File: src/rtl/snake_move_ctl.sv
// rtl/snake_move_ctl.sv - snake head game-tick controller (IDLE/RUN/OVER)
//
// Purpose: counts vsync rising edges into move ticks, applies direction
// requests, steps the head across the grid and ends the game on a wall hit.
// Ports:
//   pclk, rst                 pixel clock, synchronous active-high reset
//   vsync_in                  vsync from the timing chain
//   start                     single-cycle start/restart request
//   dir_valid, dir_in         direction request (00 R, 01 U, 10 L, 11 D)
//   frame_*_grid              frame geometry from the background stage
//   head_x_grid, head_y_grid  head position
//   dir_out                   committed direction
//   move_tick                 one-cycle pulse per successful move
//   running, game_over        state decodes
//   moves_count               moves survived, saturating at 1023

module snake_move_ctl #(
    parameter int SPEED_FRAMES = 8
) (
    input  logic       pclk,
    input  logic       rst,
    input  logic       vsync_in,
    input  logic       start,
    input  logic       dir_valid,
    input  logic [1:0] dir_in,
    input  logic [6:0] frame_x_inside_grid,
    input  logic [5:0] frame_y_inside_grid,
    input  logic [6:0] frame_x_size_grid,
    input  logic [5:0] frame_y_size_grid,
    output logic [6:0] head_x_grid,
    output logic [5:0] head_y_grid,
    output logic [1:0] dir_out,
    output logic       move_tick,
    output logic       running,
    output logic       game_over,
    output logic [9:0] moves_count
);

    localparam int CNT_W = (SPEED_FRAMES > 1) ? $clog2(SPEED_FRAMES) : 1;
    localparam logic [CNT_W-1:0] CNT_LAST = CNT_W'(SPEED_FRAMES - 1);

    typedef enum logic [1:0] {
        ST_IDLE = 2'd0,
        ST_RUN  = 2'd1,
        ST_OVER = 2'd2
    } state_t;

    state_t           state_q, state_d;
    logic [6:0]       head_x_q, head_x_d;
    logic [5:0]       head_y_q, head_y_d;
    logic [1:0]       dir_q, dir_d;
    logic [1:0]       pend_q, pend_d;
    logic             tick_q, tick_d;
    logic [9:0]       moves_q, moves_d;
    logic [CNT_W-1:0] cnt_q, cnt_d;
    logic             vsync_q;

    // Bounds are computed one bit wider than the coordinates so that a step
    // past column/row 0 shows up as a large value rather than wrapping.
    logic [7:0] x_min, x_max, cx, nx;
    logic [6:0] y_min, y_max, cy, ny;
    logic       edge_seen, wall_hit;

    always_comb begin
        x_min = {1'b0, frame_x_inside_grid};
        x_max = x_min + {1'b0, frame_x_size_grid} - 8'd3;
        cx    = x_min + (({1'b0, frame_x_size_grid} - 8'd2) >> 1);
        y_min = {1'b0, frame_y_inside_grid};
        y_max = y_min + {1'b0, frame_y_size_grid} - 7'd3;
        cy    = y_min + (({1'b0, frame_y_size_grid} - 7'd2) >> 1);
    end

    assign edge_seen = vsync_in & ~vsync_q;

    // Candidate next head, always taken from the pending direction latched
    // before this cycle; a request arriving with the edge waits a move.
    always_comb begin
        nx = {1'b0, head_x_q};
        ny = {1'b0, head_y_q};
        case (pend_q)
            2'b00:   nx = {1'b0, head_x_q} + 8'd1;
            2'b01:   ny = {1'b0, head_y_q} - 7'd1;
            2'b10:   nx = {1'b0, head_x_q} - 8'd1;
            default: ny = {1'b0, head_y_q} + 7'd1;
        endcase
    end

    assign wall_hit = (nx < x_min) || (nx > x_max) || (ny < y_min) || (ny > y_max);

    always_comb begin
        state_d  = state_q;
        head_x_d = head_x_q;
        head_y_d = head_y_q;
        dir_d    = dir_q;
        pend_d   = pend_q;
        tick_d   = 1'b0;
        moves_d  = moves_q;
        cnt_d    = cnt_q;
        case (state_q)
            ST_RUN: begin
                // Reversal is judged against the committed direction.
                if (dir_valid && (dir_in != (dir_q ^ 2'b10))) begin
                    pend_d = dir_in;
                end
                if (edge_seen) begin
                    if (cnt_q == CNT_LAST) begin
                        cnt_d = '0;
                        if (wall_hit) begin
                            state_d = ST_OVER;
                        end else begin
                            head_x_d = nx[6:0];
                            head_y_d = ny[5:0];
                            dir_d    = pend_q;
                            tick_d   = 1'b1;
                            if (moves_q != 10'h3FF) begin
                                moves_d = moves_q + 10'd1;
                            end
                        end
                    end else begin
                        cnt_d = cnt_q + CNT_W'(1);
                    end
                end
            end
            default: begin
                // IDLE tracks the centre; OVER keeps the head where it died.
                cnt_d = '0;
                if (state_q == ST_IDLE) begin
                    head_x_d = cx[6:0];
                    head_y_d = cy[5:0];
                end
                if (start) begin
                    state_d  = ST_RUN;
                    head_x_d = cx[6:0];
                    head_y_d = cy[5:0];
                    dir_d    = 2'b00;
                    pend_d   = 2'b00;
                    moves_d  = '0;
                end
            end
        endcase
    end

    always_ff @(posedge pclk) begin
        if (rst) begin
            state_q  <= ST_IDLE;
            head_x_q <= cx[6:0];
            head_y_q <= cy[5:0];
            dir_q    <= 2'b00;
            pend_q   <= 2'b00;
            tick_q   <= 1'b0;
            moves_q  <= '0;
            cnt_q    <= '0;
            vsync_q  <= 1'b0;
        end else begin
            state_q  <= state_d;
            head_x_q <= head_x_d;
            head_y_q <= head_y_d;
            dir_q    <= dir_d;
            pend_q   <= pend_d;
            tick_q   <= tick_d;
            moves_q  <= moves_d;
            cnt_q    <= cnt_d;
            vsync_q  <= vsync_in;
        end
    end

    assign head_x_grid = head_x_q;
    assign head_y_grid = head_y_q;
    assign dir_out     = dir_q;
    assign move_tick   = tick_q;
    assign running     = (state_q == ST_RUN);
    assign game_over   = (state_q == ST_OVER);
    assign moves_count = moves_q;

endmodule

File: config.mk
export PLATFORM = sky130hd
export DESIGN_NAME = snake_move_ctl
export DESIGN_NICKNAME = d
export VERILOG_FILES = /design/src/rtl/snake_move_ctl.sv
export SDC_FILE = /design/constraint.sdc
export NUM_CORES = 1
export LEC_CHECK = 0
export CELL_PAD_IN_SITES_DETAIL_PLACEMENT = 0
export CELL_PAD_IN_SITES_GLOBAL_PLACEMENT = 2
export CORE_ASPECT_RATIO = 1.2
export CORE_MARGIN = 5
export CORE_UTILIZATION = 30
export DETAILED_ROUTE_END_ITERATION = 8
export HOLD_SLACK_MARGIN = 0.1
export PLACE_DENSITY = 0.85
export SLEW_MARGIN = 40
export SYNTH_ARGS = -nofsm -noshare
export SYNTH_HDL_FRONTEND = slang
export SYNTH_SLANG_ARGS = --single-unit
File: constraint.sdc
create_clock -name pclk -period 5.1 [get_ports pclk]
set_input_delay 1.02 -clock pclk [delete_from_list [all_inputs] [get_ports pclk]]
set_output_delay 1.02 -clock pclk [all_outputs]
set_load 0.05 [all_outputs]
==> impl_results.md <==
* Sequential element share of the synthesized area at 20.1%
* Pre-CTS setup slack at 0.0803 ns
* Post-synth top flop: dfxtp_1
* Critical Path Source Type: input port
* Peak supply drop at 0.116 mV
* Final slew viol count at 0
* First-pass GRT wire length at 17300 um
* Post_cts resized at 0
* WS Path Type: input port to register
* ANT nets after route at 0
* Flops & latches, synth at 34
* Io pins at 61
* Final Setup Violations at 0
* WP data required at 5.08 ns
* Critical-path top delay cell: clkdlybuf4s50_1
* Worst endpoint data arrival time at 4.67 ns
* Die area at 15900 um2
* Post-layout net count at 664
* Hpwl dp at 8630 um
* Port Buffers at 60
* CTS tree: built
* RSZ-0062 raised after global routing: false
* Via-per-instance ratio at 4.97
* Max Freq at 213 MHz
* Clk_skew at 0.00431 ns
* Outcome: completed
* DIE WIDTH at 116 um
* Synth warn at 0
* Grt met2 use at 26.2%
* N_diodes at 0
* Setup ws final at 0.401 ns
* Dominant cell type by area after synthesis: ha_1
* Largest net degree at the start of global routing at 20
* Worst skew pair latency at 0.28 ns
* Final Hold Viols at 0
* Final min period at 4.70 ns
* Crit. End Element: register
* Total wire length at 10200 um
* Unique masters post-synth at 58
* Top cell type's share of synthesized area at 22.0%
* Core area at 13200 um2
* Mapped cell area at 4030 um2
* Syn-to-layout area delta at 23.8%
* DRC viols at 0
* Initial Utilization at 30.6%
* GRT met3 Usage at 1.64%
* GRT Total Usage at 13.5%
* Hold crit path type: register to register
* Busiest grt layer: met2
* # hold bufs at CTS at 0
* CTS H-tree lvls at 2
* Clk root buf: clkbuf_16
* Power per standard cell area at 280 nW/um2
* Post-route design area at 4990 um2
* Setup TNS at 0 ns
* CP max FO at 13
* Worst Tran Pin Value at 0.700 ns
* Post-synth EDFFs at 13
* Syn_area_per_cell at 8.23 um2
* Lkg Pwr at 2.23 nW
* Total CTS buffers at 5
* Total gr overflow at 0
* Vert. Die Dim at 137 um
* Gpl congestion at 0.784
* Sink Count at 34
* Area after DPL at 4860 um2
* Initial drt markers at 106
* Drt pass-1 iters at 6
* Max transition margin at 53.3%
* Synth area leaders: ha_1 22%, dfxtp_1 10%, edfxtp_1 9.7%
* Cell count after synthesis at 490
* Cell chain of the critical path: clkdlybuf4s50_1, inv_1, ha_1, inv_1, ha_1, a21o_1, a21oi_1, o21bai_1, a21oi_1, xor2_1, ha_1, a21oi_1, o21ai_0, o22ai_1, nand3_1, or2_2, o21ai_1, buf_4
* Clock Path Buffers at 2
* Drt wl/cell at 14.1 um
* Tcrit/Tclk final at 92.1%
* Vias at 3592
* Max_cap viols at 0
* Clock Pin Slew Worst Setup and Hold Paths at 0.05 ns
* Setup bufs post-CTS at 0
* Largest stage delay, worst path at 0.49 ns
* Syn Nets at 599
* Total power at 1.40 mW
* Rows at 46
* Initial antenna violation count at 0
* Vias in the first global route at 3790
* Async S/R FF share, synth at 0%
* Layout cells sized above 1 at 5.59%
* Met1 Usage GRT at 15.3%
-- worst max-delay path: cells and delay by family --
family,cells,cell delay (ns)
AOI/OAI and AO/OA,8,1.27
buffers and inverters,4,0.85
adders and majority gates,3,0.83
and+or+nand+nor,2,0.51
xor gates and xnor gates,1,0.18
-- cells by family (layout without fill, tap and decap cells) --
group	Yosys count	count (layout)	share of synthesized area [%]
AO/OA/AOI/OAI	106	106	16.7
XOR/XNOR	39	39	8.47
adder cells (fa/ha/maj)	76	76	24.5
buffers and inverters	75	140	7.29
flip-flops	34	34	20.1
multiplexers	17	17	4.44
AND/OR/NAND/NOR	143	143	18.5
-- sequential cells by signal, indices dropped and copies added, names as in the netlist --
register and flops:
pend_q 2, head_y_grid 6, head_x_grid 7, state_q 2
dir_out 2, moves_count 10, vsync_q 1, cnt_q 3
move_tick 1
-- layout by cell type (no fill, tap or decap), drive strengths merged, types with 13 or more instances in the layout --
cell | synthesis | layout
a21oi | 39 | 39
clkdlybuf4s50 | 0 | 60
dfxtp | 21 | 21
edfxtp | 13 | 13
xnor2 | 27 | 27
nor2 | 22 | 22
inv | 65 | 65
ha | 71 | 71
o21ai | 22 | 22
nand2 | 36 | 36
nand3 | 25 | 25
-- per-layer routing --
layer / routed length (um) / vias up
li1: - / 1859
met1: 4350 / 1665
met2: 5390 / 60
met3: 336 / 8
met4: 144 / 0
met5: 0 / -
-- final cells by class --
cell class                 count  area, um2
multi-input combinational    381       2930
clock inverter                 2       10.0
inverter                      65        244
fill                        1355       8190
tap                          168        210
clock buffer                   5        125
sequential                    34        811
timing repair buffer          68        661
-- metrics by stage --
| stage | hold WS [ns] | utilization (%) | instances |
|---|---|---|---|
| global placement | 0.469 | 36.8 | 716 |
| CTS | 0.497 | 37.9 | 723 |
| detailed placement | 0.486 | 36.9 | 716 |
| finish | 0.492 | 37.9 | 723 |
| floorplan | 0.465 | - | 490 |
| global route | 0.528 | 37.9 | 723 |
-- synthesized netlist by cell type (10+ instances only) --
master	number
a21o_1	10
a21oi_1	39
dfxtp_1	21
edfxtp_1	13
ha_1	71
inv_1	65
mux2i_1	10
nand2_1	36
nand3_1	25
nor2_1	22
nor3_1	10
o21ai_0	18
xnor2_1	27
xor2_1	12
-- report_power, final --
part / switching [mW] / total [mW] / internal (mW)
registers: 0.0389 / 0.357 / 0.318
logic: 0.441 / 0.756 / 0.315
clock network: 0.111 / 0.287 / 0.176
total: 0.591 / 1.40 / 0.809
-- worst paths after layout --
path / depth (start not counted) / startpoint / slack (ns) / endpoint
worst min-delay path: 2 / moves_count[6] / 0.49 / moves_count[6]
worst max register to register: 17 / pend_q[1] / 0.75 / head_y_grid[0]
worst max-delay path: 18 / frame_y_inside_grid[2] / 0.40 / head_y_grid[0]
worst min register to register: 2 / moves_count[6] / 0.49 / moves_count[6]
(Power assumes the default switching activity.)
